<file path="src/rtl/program_sequencer_pkg.sv">
// program_sequencer_pkg: shared state type, widths and clear value for the run-control sequencer
package prog_seq_pkg;
  typedef enum logic [2:0] {S_IDLE, S_CLEAR, S_HOLD, S_RUN, S_DONE} prog_seq_state_t;
  localparam int PROG_SEQ_ADDR_W = 8;
  localparam int PROG_SEQ_PC_W = 32;
  localparam logic [PROG_SEQ_ADDR_W-1:0] PROG_SEQ_CLR_VALUE = 8'h00;
endpackage

</file>
<file path="src/rtl/program_sequencer_if.sv">
// program_sequencer_if: start/done protocol and datapath control signals of the sequencer
interface program_sequencer_if #(parameter int CYC_WIDTH = 16);
  import prog_seq_pkg::*;
  logic start;
  logic halt;
  logic done;
  logic busy;
  logic pc_rst;
  logic pc_en;
  logic core_en;
  logic rf_clr;
  logic dm_clr_en;
  logic [PROG_SEQ_ADDR_W-1:0] dm_clr_addr;
  logic [CYC_WIDTH-1:0] cycle_count;
  logic timeout;
  modport master (
    output start, halt,
    input done, busy, pc_rst, pc_en, core_en, rf_clr, dm_clr_en, dm_clr_addr, cycle_count, timeout
  );
  modport slave (
    input start, halt,
    output done, busy, pc_rst, pc_en, core_en, rf_clr, dm_clr_en, dm_clr_addr, cycle_count, timeout
  );
endinterface

</file>
<file path="src/rtl/program_sequencer_sat_counter.sv">
// sat_counter: up-counter with clear (priority), enable and saturation at all-ones
module sat_counter #(parameter int W = 16) (
  input  logic         clk,
  input  logic         rst,
  input  logic         clr,
  input  logic         en,
  output logic [W-1:0] q
);
  always_ff @(posedge clk)
    if (rst || clr) q <= '0;
    else if (en && !(&q)) q <= q + 1'b1;
endmodule

</file>
<file path="src/rtl/program_sequencer.sv">
// program_sequencer: run-control FSM (clear/hold/run/done); watchdog timeout under PROG_SEQ_WATCHDOG_EN
module program_sequencer
  import prog_seq_pkg::*;
#(
  parameter int PC_WIDTH   = PROG_SEQ_PC_W,
  parameter int CLR_DEPTH  = 256,
  parameter int CYC_WIDTH  = 16,
  parameter int WDOG_LIMIT = 16'hFFFF
) (
  input logic clk,
  input logic reset,
  program_sequencer_if.slave bus
);
  localparam logic [PROG_SEQ_ADDR_W-1:0] CLR_LAST = PROG_SEQ_ADDR_W'(CLR_DEPTH - 1);
  prog_seq_state_t state, nxt;
  logic wdog;
  if (PC_WIDTH < 1 || CLR_DEPTH < 1 || CLR_DEPTH > 256 || WDOG_LIMIT < 1) begin : g_bad_cfg
    $error("program_sequencer: illegal parameter set");
  end
`ifdef PROG_SEQ_WATCHDOG_EN
  assign wdog = bus.cycle_count == CYC_WIDTH'(WDOG_LIMIT - 1);
  always_ff @(posedge clk)
    if (reset || nxt == S_CLEAR) bus.timeout <= 1'b0;
    else if (state == S_RUN && !bus.halt && wdog) bus.timeout <= 1'b1;
`else
  assign wdog = 1'b0;
  assign bus.timeout = 1'b0;
`endif
  always_comb begin
    nxt = state;
    case (state)
      S_IDLE:  nxt = bus.start ? S_CLEAR : S_IDLE;
      S_CLEAR: nxt = (bus.dm_clr_addr == CLR_LAST) ? S_HOLD : S_CLEAR;
      S_HOLD:  nxt = bus.start ? S_HOLD : S_RUN;
      S_RUN:   nxt = (bus.halt || wdog) ? S_DONE : S_RUN;
      S_DONE:  nxt = bus.start ? S_CLEAR : S_DONE;
      default: nxt = S_IDLE;
    endcase
  end
  // outputs are registered from the next state so they line up with the state register
  always_ff @(posedge clk)
    if (reset) begin
      state           <= S_IDLE;
      bus.dm_clr_addr <= '0;
      bus.done        <= 1'b0;
      bus.busy        <= 1'b0;
      bus.pc_rst      <= 1'b0;
      bus.core_en     <= 1'b0;
      bus.rf_clr      <= 1'b0;
      bus.dm_clr_en   <= 1'b0;
    end else begin
      state           <= nxt;
      bus.dm_clr_addr <= (state == S_CLEAR && nxt == S_CLEAR) ? bus.dm_clr_addr + 1'b1 : '0;
      bus.done        <= nxt == S_DONE;
      bus.busy        <= nxt == S_CLEAR || nxt == S_HOLD || nxt == S_RUN;
      bus.pc_rst      <= nxt == S_CLEAR || nxt == S_HOLD;
      bus.core_en     <= nxt == S_RUN;
      bus.rf_clr      <= nxt == S_CLEAR;
      bus.dm_clr_en   <= nxt == S_CLEAR;
    end
  assign bus.pc_en = bus.core_en & ~bus.halt;
  sat_counter #(.W(CYC_WIDTH)) u_cyc (
    .clk (clk),
    .rst (reset),
    .clr (nxt == S_CLEAR),
    .en  (state == S_RUN),
    .q   (bus.cycle_count)
  );
endmodule

</file>
<file path="src/flat_wrapper.sv">
// flat-port wrapper written by rule: the top's interface ports become plain ports
module program_sequencer_flat import prog_seq_pkg::*;
#(
  parameter int PC_WIDTH   = PROG_SEQ_PC_W,
  parameter int CLR_DEPTH  = 256,
  parameter int CYC_WIDTH  = 16,
  parameter int WDOG_LIMIT = 16'hFFFF
)
  (clk, reset, bus_start, bus_halt, bus_done, bus_busy, bus_pc_rst, bus_pc_en, bus_core_en, bus_rf_clr, bus_dm_clr_en, bus_dm_clr_addr, bus_cycle_count, bus_timeout);
  program_sequencer_if #(.CYC_WIDTH(CYC_WIDTH)) bus_i ();
  input logic clk;
  input logic reset;
  input wire logic [$bits(bus_i.start)-1:0] bus_start;
  input wire logic [$bits(bus_i.halt)-1:0] bus_halt;
  output wire logic [$bits(bus_i.done)-1:0] bus_done;
  output wire logic [$bits(bus_i.busy)-1:0] bus_busy;
  output wire logic [$bits(bus_i.pc_rst)-1:0] bus_pc_rst;
  output wire logic [$bits(bus_i.pc_en)-1:0] bus_pc_en;
  output wire logic [$bits(bus_i.core_en)-1:0] bus_core_en;
  output wire logic [$bits(bus_i.rf_clr)-1:0] bus_rf_clr;
  output wire logic [$bits(bus_i.dm_clr_en)-1:0] bus_dm_clr_en;
  output wire logic [$bits(bus_i.dm_clr_addr)-1:0] bus_dm_clr_addr;
  output wire logic [$bits(bus_i.cycle_count)-1:0] bus_cycle_count;
  output wire logic [$bits(bus_i.timeout)-1:0] bus_timeout;
  assign bus_i.start = bus_start;
  assign bus_i.halt = bus_halt;
  assign bus_done = bus_i.done;
  assign bus_busy = bus_i.busy;
  assign bus_pc_rst = bus_i.pc_rst;
  assign bus_pc_en = bus_i.pc_en;
  assign bus_core_en = bus_i.core_en;
  assign bus_rf_clr = bus_i.rf_clr;
  assign bus_dm_clr_en = bus_i.dm_clr_en;
  assign bus_dm_clr_addr = bus_i.dm_clr_addr;
  assign bus_cycle_count = bus_i.cycle_count;
  assign bus_timeout = bus_i.timeout;
  program_sequencer #(.PC_WIDTH(PC_WIDTH), .CLR_DEPTH(CLR_DEPTH), .CYC_WIDTH(CYC_WIDTH), .WDOG_LIMIT(WDOG_LIMIT)) u_core (.clk(clk), .reset(reset), .bus(bus_i));
endmodule
</file>
<file path="config.mk">
export PLATFORM = sky130hd
export DESIGN_NAME = program_sequencer_flat
export DESIGN_NICKNAME = d
export VERILOG_FILES = /design/src/rtl/program_sequencer_pkg.sv /design/src/rtl/program_sequencer_if.sv /design/src/rtl/program_sequencer_sat_counter.sv /design/src/rtl/program_sequencer.sv /design/src/flat_wrapper.sv
export SDC_FILE = /design/constraint.sdc
export NUM_CORES = 1
export LEC_CHECK = 0
export ABC_AREA = 1
export CAP_MARGIN = 20
export CORE_ASPECT_RATIO = 0.5
export CORE_MARGIN = 1.5
export CORE_UTILIZATION = 56
export DETAILED_ROUTE_END_ITERATION = 10
export DONT_BUFFER_PORTS = 1
export GPL_ROUTABILITY_DRIVEN = 0
export HOLD_SLACK_MARGIN = 0.1
export PLACE_DENSITY = 0.71
export SLEW_MARGIN = 20
export SYNTH_ARGS = -nofsm -noshare
export SYNTH_HDL_FRONTEND = slang
export SYNTH_SLANG_ARGS = --single-unit
</file>
<file path="constraint.sdc">
create_clock -name clk -period 1.4 [get_ports clk]
set_input_delay 0.21 -clock clk [delete_from_list [all_inputs] [get_ports clk]]
set_output_delay 0.21 -clock clk [all_outputs]
set_load 0.02 [all_outputs]
</file>
# [Word level (Yosys, flattened, before mapping)]
# Cells that the tools add are included.
[word_totals] register_bits=32 latchBits=0 mem_bits_rw=0 romBits=0 n_memories=0
[op_classes] n_addsub=2 n_mul=0 div_mod_pow=0 n_lt_le_gt_ge=0 eq_ne=9 n_shift=0 mux=6 bitwise=3 reduce_logical=9
[ops] operator="$add 16x1->16 const B" n=1
[ops] operator="$reduce_and 16->1" n=1
[ops] operator="$pmux 3 s5" n=1
[ops] operator="$eq 3x2->1 const B" n=4
[ops] operator="$add 8x1->8 const B" n=1
[ops] operator="$eq 8x8->1 const B" n=1
[ops] operator="$eq 3x1->1 const B" n=2
[ops] operator="$eq 3x3->1 const B" n=2
[ops] operator="$mux 3" n=2
[ops] operator="$logic_not 3->1" n=1
[ops] operator="$logic_or 1x1->1" n=3
[ops] operator="$logic_and 1x1->1" n=2
[ops] operator="$mux 1" n=2
[ops] operator="$mux 2" n=1
[ops] operator="$not 1->1" n=2
[ops] operator="$reduce_or 2->1" n=1
[ops] operator="$and 1x1->1" n=1
[ops] operator="$logic_not 1->1" n=1

# [Longest topological paths before layout]
# Gate-level depths: netlist of the first run.
[logic_depth] depth_word=7 mapped_depth=10 ltp_nobuf=10

# [Modules after synthesis]
# Synthesis of the first run repeated with hierarchy kept, for this count alone.
[unflattened] cells_unflattened=242 hier_area_um2=1749.2
[by_module_without_submodules] module="sat_counter" n_inst=1 cells_each=144 area_per_inst_um2=958.4 seq_area_each_um2=320.3
[by_module_without_submodules] module="program_sequencer" n_inst=1 cells_each=98 area_per_inst_um2=790.8 seq_area_each_um2=320.3

# [Worst setup path after synthesis of the first run]
# Ideal clock, no wire load.
[synth_timing] path_kind="flip-flop to flip-flop" start="register u_core.u_cyc.q[1]" end="register u_core.u_cyc.q[11]" setup_time_ns=0.114 arrival_ns=1.496 path_slack_ns=-0.211 path_stages_with_launch=10 period_less_slack_ns=1.611 path_cell_list="dfxtp_1 -> ha_1 -> nand3_2 -> inv_1 -> nand2_1 -> nor2_1 -> nor2_4 -> buf_6 -> nand2_1 -> a21oi_2"
[synth_between] elab_chain_cells=3 elab_cells_between_ends=4 cone_classes="1 x add/sub; 3 x reduce/logical"
[synth_lines] element="start: declaration" line_no="program_sequencer_sat_counter.sv:7" text="output logic [W-1:0] q"
[synth_lines] element="start signal: assignment" line_no="program_sequencer_sat_counter.sv:11" text="else if (en && !(&q)) q <= q + 1'b1;"
[synth_lines] element="branches (longest 3 deep; another with $add 16x1->16)"
# Parallel ways; which one is timed is not known.
# A chain may end at the register's enable or synchronous reset.

# [Worst setup path in the final report of the first run]
[layout_timing] start="register u_core.u_cyc.q[0]" end="register u_core.u_cyc.q[15]"
# The elaborated chain is that of the path after synthesis.

==> results of run 1 <==
per-layer routing:
layer  track usage  vias up
met5             0        -
li1              -      839
met4        0.0966        0
met2         0.437      104
met1         0.324      833
met3        0.0857       39
power groups by stage:
| stage | Combinational (uW) | Sequential, uW | Clock, uW |
|---|---|---|---|
| finish | 129 | 941 | 766 |
| global route | 137 | 942 | 819 |
| CTS | 90.6 | 941 | 770 |
| detailed placement | 75.8 | 961 | 0 |
| global placement | 73.0 | 961 | 0 |
| floorplan | 75.3 | 960 | 0 |
cells in the mapped netlist, drive strengths merged:
library cell	count	area share
nor3	4	0.015
o21ai	3	0.011
ha	2	0.015
inv	25	0.056
conb	1	0.0022
o21bai	1	0.0045
a21oi	16	0.059
nand2	73	0.18
xnor2	5	0.026
nand3	15	0.051
dfxtp	32	0.38
nor3b	1	0.0045
buf	5	0.032
xor2	4	0.021
nor2	44	0.13
nand4	5	0.019
critical path: cells and delay by family (launching register included):
kind	cells	cell delay, ns
DFF	1	0.36
AOI/OAI and AO/OA	1	0.10
and+or+nand+nor	6	0.64
buffers and inverters	2	0.26
cells by family (layout without fill, tap and decap cells):
kind of cell	after synthesis	count (layout)	synth area share
compound gates	20	20	0.0745
xor+xnor	9	9	0.0469
fa+ha+maj	2	2	0.0149
buf+inv	30	81	0.0879
flops	32	32	0.382
other cells	1	1	0.00223
simple gates	142	143	0.392
timing repair:
| item | CTS | global route |
|---|---|---|
| endpoints found under the setup margin | 16 | 19 |
| resized for setup | 12 | 35 |
| buffers inserted | 3 | 1 |
| hold buffers | 2 | 0 |
| pin swaps | 2 | 5 |
| cloned | 0 | 1 |
| hold endpoints to repair | 6 | 0 |
worst max-delay path by stage:
stage                                            to  slack [ns]  cells past startpoint
CTS                 u_core.u_cyc.q[15]$_SDFFE_PP0P_      0.0006                      9
global placement     u_core.u_cyc.q[9]$_SDFFE_PP0P_       -0.05                      9
detailed placement   u_core.u_cyc.q[7]$_SDFFE_PP0P_       -0.11                      9
finish              u_core.u_cyc.q[15]$_SDFFE_PP0P_       -0.02                      9
floorplan            u_core.u_cyc.q[0]$_SDFFE_PP0P_       -0.02                     10
global route        u_core.u_cyc.q[15]$_SDFFE_PP0P_       -0.14                      9
registers in the layout, indices dropped and copies added, names as in the netlist:
| name | cells |
|---|---|
| u_core.bus.dm_clr_addr | 8 |
| u_core.bus.done | 1 |
| u_core.state | 3 |
| u_core.bus.rf_clr | 1 |
| u_core.bus.core_en | 1 |
| u_core.bus.busy | 1 |
| u_core.bus.pc_rst | 1 |
| u_core.u_cyc.q | 16 |
placed cells by master, fill, tap and decap left out, types with 2 or more instances in the layout:
| cell | n |
|---|---|
| nand2_1 | 63 |
| buf_4 | 45 |
| nor2_1 | 26 |
| inv_1 | 20 |
| dfxtp_1 | 19 |
| nand3_1 | 11 |
| nor2_2 | 9 |
| nor2_4 | 9 |
| a21oi_2 | 9 |
| dfxtp_2 | 9 |
| a21oi_1 | 6 |
| clkbuf_8 | 6 |
| nand2_4 | 5 |
| inv_2 | 5 |
| nand4_1 | 5 |
| xnor2_1 | 5 |
| dfxtp_4 | 4 |
| nand3_2 | 3 |
| nand2_8 | 3 |
| nand2_2 | 3 |
| xor2_1 | 3 |
| nor3_1 | 2 |
| ha_4 | 2 |
| clkinv_2 | 2 |
| dlygate4sd3_1 | 2 |
area by class of cell:
type / instances / share of cell area
Tap cell: 37 / 0.0195
Clock buffer: 6 / 0.0348
Inverter: 25 / 0.0395
Clock inverter: 2 / 0.00422
Sequential cell: 32 / 0.281
Timing Repair Buffer: 48 / 0.159
Multi-Input combinational cell: 175 / 0.462
metrics by stage:
step | instances | worst slack, ns | TNS (ns) | hold WS, ns
final | 325 | -0.0246 | -0.0454 | 0.187
after global routing | 325 | -0.142 | -0.735 | 0.205
after CTS | 323 | 0.000637 | 0 | 0.173
after detailed placement | 310 | -0.110 | -0.835 | 0.285
after global placement | 310 | -0.0458 | -0.122 | 0.282
after floorplan | 236 | -0.0221 | -0.109 | 0.279
==> metrics, run 1 <==
status finished with violations; failing checks negative setup slack; final worst path period need 1.42 ns; CP Class reg2reg; Yosys Warn Count 0; Final Hold Viols 0; Crit Path Max Fanout 4; max incr delay on CP 0.36 ns; met3 WL 397 um; multi-input combinational cell area 1100 um^2; Seq cells post-synth 32; # setup viols final 2; initial DRC count 147; number of global-route vias before repair 1,557; Pwr Density 773 nW/um^2; post-detailed-route count of antenna-violating nets 0; VDD IR-drop max 0.659 mV; crit path cell chain buf_4 -> inv_1 -> nor2_4 -> nand2_2 -> nor2_1 -> nand2_1 -> nand2_1 -> nand2_1 -> a21oi_2; most frequent CP cell nand2_1; reg2reg end u_core.u_cyc.q[15]$_SDFFE_PP0P_; Die Wd 80.4 um; Final period util 1.02; Total GRT Usage 0.265; Int Pwr 1350 uW; Root Driver clkbuf_8; Pre-Repair DR Iteration Count 5; H-tree depth 2; first-pass GRT wire length 6.79 mm; top layer in use met4; Vias/cell 5.58; total power 1840 uW; Comb pwr share 0.070; clk_lat worst skew 0.29 ns; number of buffers created by CTS 5; CTS tree yes; Crit-path slowest cell dfxtp_4; HP Start bus_start; worst hold path class in2reg; Clk pwr share 0.417; layout cells sized above 1 0.420; # diodes 0; initial antenna violation count 0; Worst R2R Start u_core.u_cyc.q[0]$_SDFFE_PP0P_; initial core utilization 0.618; worst path required time 1.63 ns; Die Ht 41.7 um; Syn Nets 242; Routed WL per cell 15.3 um; synth-to-layout area growth 41.4%; synthesized area 1680 um^2; routed vias 1,815; Max-cap violations 0; Final nets 293; WHS Endpoint u_core.state[2]$_SDFF_PP0_; WL met1 2.00 mm; crit path launch type flip-flop; pins over their slew limit 0; I/O Buffers 0; fmax 0.702 GHz; register area 667 um^2; Synth cell types 27; fillers 148; I/O pin count 36; Final Util 0.874; syn avg cell area 7.11 um^2; core area 2720 um^2; Remaining DRCs 0; Seq/Total Area, Yosys 0.382; Critical Path End Type flip-flop; Switching Fraction 0.265; final instance area 2370 um^2; clock-pin slew on the worst setup and hold paths 0.07 ns; placed cell area 2040 um^2; leak pwr 0.000947 uW; setup ws final -0.0246 ns; die footprint 3360 um^2; Site Rows 13; clk_skew 0.00247 ns; largest net degree at the start of global routing 17; Crit. Startpoint u_core.u_cyc.q[0]$_SDFFE_PP0P_; clock buffer depth 2; RSZ-0062 raised after global routing yes; r2r setup slk -0.02 ns; TritonCTS Sinks 32; final global-route overflow total 0; reg2reg path depth 9; Gate Count Post-Synth 236; Worst Hold Depth 3; HPWL Detailed 2.94 mm; Psw 486 uW; final WL 4.98 mm; CP Data Arrival Time 1.66 ns; power share of the sequential group 0.512; met2 wire length 2.34 mm
No activity file was read; power rests on OpenSTA's default activity.
==> inputs of run 2 (changes only) <==
--- a/config.mk
+++ b/config.mk
@@ -18,4 +18,5 @@
 export SLEW_MARGIN = 20
 export SYNTH_ARGS = -nofsm -noshare
 export SYNTH_HDL_FRONTEND = slang
+export SYNTH_HIERARCHICAL = 1
 export SYNTH_SLANG_ARGS = --single-unit
==> run 2 against run 1 <==
The flow finishes with violations (negative hold slack, negative setup slack). Clock-buffer cell count grew 1. Critical path depth grew 1. Combinational power grew 5%. Total power grew 1.2%. Utilization shrank 13 points. Critical path type unchanged. Final cell count shrank 0.92%. Clock skew grew 0.0031 ns.
==> metrics, run 2 <==
status finished with violations; failing checks negative hold slack, negative setup slack; clock buffer depth 2 (unchanged); # diodes 0 (unchanged); initial core utilization 0.584 (-0.0342); clk_lat worst skew 0.29 ns (about the same); Final period util 1.02 (+0.00534); I/O Buffers 0 (unchanged); synth-to-layout area growth 27.9%; Die Wd 82.0 um (+2.0%); pins over their slew limit 0 (unchanged); placed insts 312 (+0.65%); top-area cell type share of the netlist area 0.366 (-0.0153); count leader, synth nor2_1; Vias/cell 5.24 (-6.1%); Routed WL per cell 12.6 um (-18%); Pwr Density 830 nW/um^2 (+7.3%); most common cell after layout, fill and taps aside nand2_1; Primary FF master, synth dfxtp_1; Critical Path End Type flip-flop; worst hold path class in2reg; Post-synth top cells nor2_1 (49), nand2_1 (48), dfxtp_1 (32); Final nets 288 (-1.7%); Seq cells post-synth 32 (unchanged); WHS -0.0218 ns (-0.209 ns); pre-CTS setup slack -0.0550 ns (+0.0550 ns); post-synth top area cell dfxtp_1; Largest register FFs 16 (unchanged); max incr delay on CP 0.36 ns (about the same); Crit-path slowest cell dfxtp_4; syn avg cell area 7.23 um^2 (+1.6%); post-detailed-route count of antenna-violating nets 0 (unchanged); total power 1860 uW (+1.2%); initial antenna violation count 0 (unchanged); Yosys Warn Count 6 (+6); worst path required time 1.63 ns (about the same); # setup viols final 10 (+8); number of buffers created by CTS 5 (unchanged); Non-Filler Instances 322 (-0.92%); setup ws final -0.0320 ns (-0.00747 ns); clock-pin slew on the worst setup and hold paths 0.07 ns (about the same); CP delay by family, top simple AND/OR/NAND/NOR gates; most frequent CP cell nor2_4; TritonCTS Sinks 32 (unchanged); CTS tree yes; clk_skew 0.00553 ns (+0.00306 ns); leak pwr 0.000890 uW (-6.0%); CP Data Arrival Time 1.66 ns (about the same); synthesized area 1750 um^2 (+4.2%); crit path cell chain ha_4 -> nand2_4 -> nor2_4 -> a21oi_4 -> nor2_4 -> nor2_2 -> nor2_4 -> buf_6 -> nand2_1 -> nor2_2; top flop regs u_core/u_cyc/q: 16 flops, u_core/bus.dm_clr_addr: 8 flops, u_core/state: 3 flops; Die Ht 42.5 um (+1.9%); Crit Path Max Fanout 7 (+3); Root Driver clkbuf_8; Pre-Repair DR Iteration Count 4 (-1); crit path launch type flip-flop; Remaining DRCs 0 (unchanged); Max-cap violations 0 (unchanged); first-pass GRT wire length 6.51 mm (-4.2%); Post-synth EDFFs 0 (unchanged); crit path buf inv count 1 (-1); most flop-heavy register u_core/u_cyc/q; Async S/R FF share, synth 0 (unchanged); final global-route overflow total 0 (unchanged); layout cells sized above 1 0.348 (-0.0726); Gate Count Post-Synth 242 (+2.5%); routed vias 1,688 (-7.0%); core area 3000 um^2 (+10%); final worst path period need 1.43 ns (+0.00747 ns); I/O pin count 36 (unchanged); Site Rows 14 (+1); number of global-route vias before repair 1,568 (+0.71%); Syn Nets 248 (+2.5%); HPWL Detailed 2.93 mm (-0.59%); die footprint 3490 um^2 (+3.9%); Synth area leaders dfxtp_1 (37%), nor2_1 (11%), nand2_1 (10%); Seq/Total Area, Yosys 0.366 (-0.0153); Final Hold Viols 4 (+4); VDD IR-drop max 0.621 mV (-5.8%); RSZ-0062 raised after global routing yes; Synth cell types 28 (+3.7%); initial DRC count 58 (-61%); Final Util 0.747 (-0.127); Total GRT Usage 0.252 (-0.0131); fmax 0.698 GHz (-0.52%); final WL 4.04 mm (-19%); H-tree depth 2 (unchanged); largest net degree at the start of global routing 15 (-2); most frequent cells in the layout nand2_1 (47), nor2_1 (44), buf_4 (34); CP Class reg2reg
-- run 2: layout make-up --
class	count	area (um^2)
sequential	32	654
inverter	26	97.6
multi-input combinational	180	1040
clock buffer	7	96.3
tap	40	50.0
fill	240	758
timing repair buffer	37	298
-- run 2: worst paths after layout --
path	start	slack, ns	to	depth (start not counted)
max	u_core/bus.dm_clr_addr[1]$_SDFF_PP0_	-0.03	u_core/u_cyc/q[13]$_SDFFE_PP0P_	10
min	reset	-0.02	u_core/bus.busy$_SDFF_PP0_	1
max reg2reg	u_core/bus.dm_clr_addr[1]$_SDFF_PP0_	-0.03	u_core/u_cyc/q[13]$_SDFFE_PP0P_	10
min reg2reg	u_core/bus.dm_clr_addr[0]$_SDFF_PP0_	0.58	u_core/bus.dm_clr_addr[0]$_SDFF_PP0_	2
-- run 2: routing by layer --
layer  GRT usage  wire [um]
met2       0.428       2040
met5           0          0
met3       0.111        271
met4      0.0712         31
met1       0.287       1700
-- run 2: power breakdown --
group | switching [uW] | leakage, uW | internal (uW) | total, uW
logic | 77.7 | 0.000577 | 58.6 | 136
registers | 21.5 | 0.000263 | 921 | 943
clock network | 341 | 0.0000503 | 438 | 778
-- run 2: kinds of logic after synthesis --
group                      synth area share
DFF                                   0.366
xor gates and xnor gates             0.0150
AOI/OAI and AO/OA                    0.0723
buffers and inverters                0.0773
and+or+nand+nor                       0.453
other                               0.00214
adders and majority gates            0.0143
-- run 2: through the flow --
stage	setup TNS, ns	cell area, um^2
after floorplan	-1.16	1790
after global placement	-0.0415	2070
after detailed placement	-0.298	2070
after CTS	-0.0295	2190
after global routing	-1.86	2240
final	-0.0894	2240
-- run 2: what timing repair did --
action | 4_1_cts | 5_1_grt
hold endpoints to repair | 6 | 4
setup buffers | 1 | 2
gates resized for setup | 5 | 8
pin swaps | 2 | 3
endpoints found under the setup margin | 12 | 19
==> inputs of run 3 (changes only) <==
--- a/config.mk
+++ b/config.mk
@@ -9,12 +9,13 @@
 export CAP_MARGIN = 20
 export CORE_ASPECT_RATIO = 0.5
 export CORE_MARGIN = 1.5
-export CORE_UTILIZATION = 56
+export CORE_UTILIZATION = 45
+export CTS_BUF_LIST = sky130_fd_sc_hd__clkbuf_4 sky130_fd_sc_hd__clkbuf_8
 export DETAILED_ROUTE_END_ITERATION = 10
 export DONT_BUFFER_PORTS = 1
 export GPL_ROUTABILITY_DRIVEN = 0
 export HOLD_SLACK_MARGIN = 0.1
-export PLACE_DENSITY = 0.71
+export PLACE_DENSITY = 0.59
 export SLEW_MARGIN = 20
 export SYNTH_ARGS = -nofsm -noshare
 export SYNTH_HDL_FRONTEND = slang
==> run 3 against run 2 <==
The run ends with negative setup slack left. Non-clock buffer count increased by 4. Sequential share of layout area decreased by 0.40 points. Clock-buffer cell count increased by 1. Final cell count increased by 5.0%. Utilization decreased by 11 points. Critical endpoint is now u_core/u_cyc/q[10]$_SDFFE_PP0P_.
==> metrics, run 3 (synthesis results as in run 2) <==
status finished with violations; failing checks negative setup slack; top flop regs u_core/u_cyc/q: 16 flops, u_core/bus.dm_clr_addr: 8 flops, u_core/state: 3 flops; Critical Path End Type flip-flop; fmax 0.684 GHz (-2.0%); CP Class reg2reg; multi-input combinational cell area 1030 um^2 (-1.2%); I/O pin count 36 (unchanged); crit path launch type flip-flop; VDD IR-drop max 0.485 mV (-22%); Die Ht 47.1 um (+11%); power share of the sequential group 0.500 (-0.007); Switching Fraction 0.230 (-0.00689); Comb pwr share 0.072 (about the same); worst hold path class in2reg; Root Driver clkbuf_8; Worst R2R Start u_core/bus.dm_clr_addr[1]$_SDFF_PP0_; worst path required time 1.63 ns (about the same); final global-route overflow total 0 (unchanged); most common cell after layout, fill and taps aside nand2_1; RSZ-0062 raised after global routing yes; max incr delay on CP 0.36 ns (about the same); r2r setup slk -0.06 ns (-0.03 ns); most frequent CP cell nor2_4; HPWL Detailed 2.93 mm (+0.20%); CTS tree yes; # diodes 0 (unchanged); leak pwr 0.000921 uW (+3.5%); I/O Buffers 0 (unchanged); WHS Endpoint u_core/u_cyc/q[1]$_SDFFE_PP0P_; first-pass GRT wire length 6.21 mm (-4.5%); placed cell area 2110 um^2 (+1.8%); Crit Path Max Fanout 8 (+1); initial antenna violation count 0 (unchanged); initial DRC count 32 (-45%); # setup viols final 14 (+4); Clk pwr share 0.428 (+0.009); Max-cap violations 0 (unchanged); Remaining DRCs 0 (unchanged); Largest register FFs 16 (unchanged); pre-CTS setup slack -0.111 ns (-0.0562 ns); post-detailed-route count of antenna-violating nets 0 (unchanged); final WL 3.77 mm (-6.8%); reg2reg end u_core/u_cyc/q[10]$_SDFFE_PP0P_; clk_skew 0.00283 ns (-0.00270 ns); most frequent cells in the layout nand2_1 (47), nor2_1 (45), buf_4 (39); Final nets 292 (+1.4%); core area 3570 um^2 (+19%); most flop-heavy register u_core/u_cyc/q; Psw 433 uW (-1.5%); pins over their slew limit 0 (unchanged); clock-pin slew on the worst setup and hold paths 0.06 ns (about the same); Final Util 0.637 (-0.110); layout cells sized above 1 0.352 (+0.00440); Die Wd 91.2 um (+11%); number of buffers created by CTS 5 (unchanged); Site Rows 15 (+1); TritonCTS Sinks 32 (unchanged); Routed WL per cell 11.2 um (-11%); Final Hold Viols 0 (-4); reg2reg path depth 10 (unchanged); Int Pwr 1450 uW (+2.4%); crit path cell chain ha_4 -> nand2_4 -> nor2_4 -> a21oi_4 -> nor2_4 -> nor2_2 -> nor2_4 -> buf_12 -> nand2_1 -> nor2_1; final instance area 2270 um^2 (+1.6%); Final period util 1.04 (+0.0212); largest net degree at the start of global routing 15 (unchanged); Pre-Repair DR Iteration Count 4 (unchanged); Worst Hold Depth 3 (+2); setup ws final -0.0617 ns (-0.0297 ns); Total GRT Usage 0.190 (-0.0617); clk_lat worst skew 0.29 ns (about the same); setup TNS -0.600 ns (-0.510 ns); synth-to-layout area growth 29.9%; H-tree depth 2 (unchanged); number of global-route vias before repair 1,479 (-5.7%); WHS 0.114 ns (+0.135 ns); clock buffer depth 2 (unchanged); HP Start reset; CP Data Arrival Time 1.69 ns (+0.03 ns); crit path buf inv count 1 (unchanged); CP delay by family, top simple AND/OR/NAND/NOR gates; die footprint 4290 um^2 (+23%); Crit-path slowest cell dfxtp_4; initial core utilization 0.491 (-0.0934); fillers 338 (+41%); final worst path period need 1.46 ns (+0.0297 ns); routed vias 1,606 (-4.9%); Vias/cell 4.75 (-9.4%); Pwr Density 829 nW/um^2 (-0.12%); register area 656 um^2 (+0.19%)
[run 3: cell count changes in the layout (fill, tap and decap cells not counted), moves of 2 or more]
cell / change
buf_6: -2
nor2_4: +2
nor2_2: -3
buf_4: +5
[run 3: metrics by stage]
stage / cells / total power (uW)
6_report: 338 / 1880
4_1_cts: 337 / 1900
3_5_place_dp: 326 / 1080
2_1_floorplan: 242 / 1050
3_3_place_gp: 326 / 1080
5_1_grt: 338 / 1960
[run 3: cell type report]
class | instances | area share
Inverter | 26 | 0.0430
Clock buffer | 8 | 0.0457
Tap cell | 51 | 0.0281
Multi-Input combinational cell | 180 | 0.453
Timing Repair Buffer | 41 | 0.142
Sequential cell | 32 | 0.289
[run 3: power by group through the flow]
stage	sequential [uW]	combinational, uW	clock [uW]
after global routing	944	151	860
after global placement	962	119	0
after floorplan	961	90.3	0
final	942	137	806
after detailed placement	962	120	0
after CTS	942	133	828
[run 3: how the worst max path moves through the flow]
| stage | startpoint | to | slack, ns | cells after the start |
|---|---|---|---|---|
| after floorplan | u_core/bus.dm_clr_addr[1]$_SDFF_PP0_ | u_core/u_cyc/q[7]$_SDFFE_PP0P_ | -0.11 | 10 |
| after global placement | u_core/bus.dm_clr_addr[1]$_SDFF_PP0_ | u_core/u_cyc/q[7]$_SDFFE_PP0P_ | -0.07 | 10 |
| after detailed placement | u_core/bus.dm_clr_addr[1]$_SDFF_PP0_ | u_core/u_cyc/q[9]$_SDFFE_PP0P_ | -0.11 | 10 |
| after CTS | u_core/bus.dm_clr_addr[1]$_SDFF_PP0_ | u_core/u_cyc/q[10]$_SDFFE_PP0P_ | -0.11 | 10 |
| after global routing | u_core/bus.dm_clr_addr[1]$_SDFF_PP0_ | u_core/u_cyc/q[5]$_SDFFE_PP0P_ | -0.19 | 10 |
| final | u_core/bus.dm_clr_addr[1]$_SDFF_PP0_ | u_core/u_cyc/q[10]$_SDFFE_PP0P_ | -0.06 | 10 |
[run 3: what timing repair did]
| item | in CTS | in global routing |
|---|---|---|
| hold endpoints to repair | 4 | 0 |
| hold buffers | 1 | 0 |
| gates resized for setup | 0 | 10 |
| endpoints found under the setup margin | 16 | 19 |
| buffers inserted | 2 | 1 |
| pin swaps | 2 | 2 |
[run 3: layer usage]
| metal | share of wire | vias to the layer above | global-route usage | wire length, um |
|---|---|---|---|---|
| met3 | 0.050 | 8 | 0.0583 | 188 |
| met2 | 0.45 | 25 | 0.337 | 1700 |
| met1 | 0.48 | 722 | 0.221 | 1820 |
| met4 | 0.016 | 0 | 0.0938 | 59 |
| met5 | 0 | - | 0 | 0 |
| li1 | - | 851 | - | - |
[run 3: worst reg2reg max path, stage by stage, from the launching register on]
cell and delay, ns:
dfxtp_4 0.36, ha_4 0.14, nand2_4 0.06, nor2_4 0.13
a21oi_4 0.08, nor2_4 0.10, nor2_2 0.06, nor2_4 0.19
buf_12 0.15, nand2_1 0.05, nor2_1 0.08
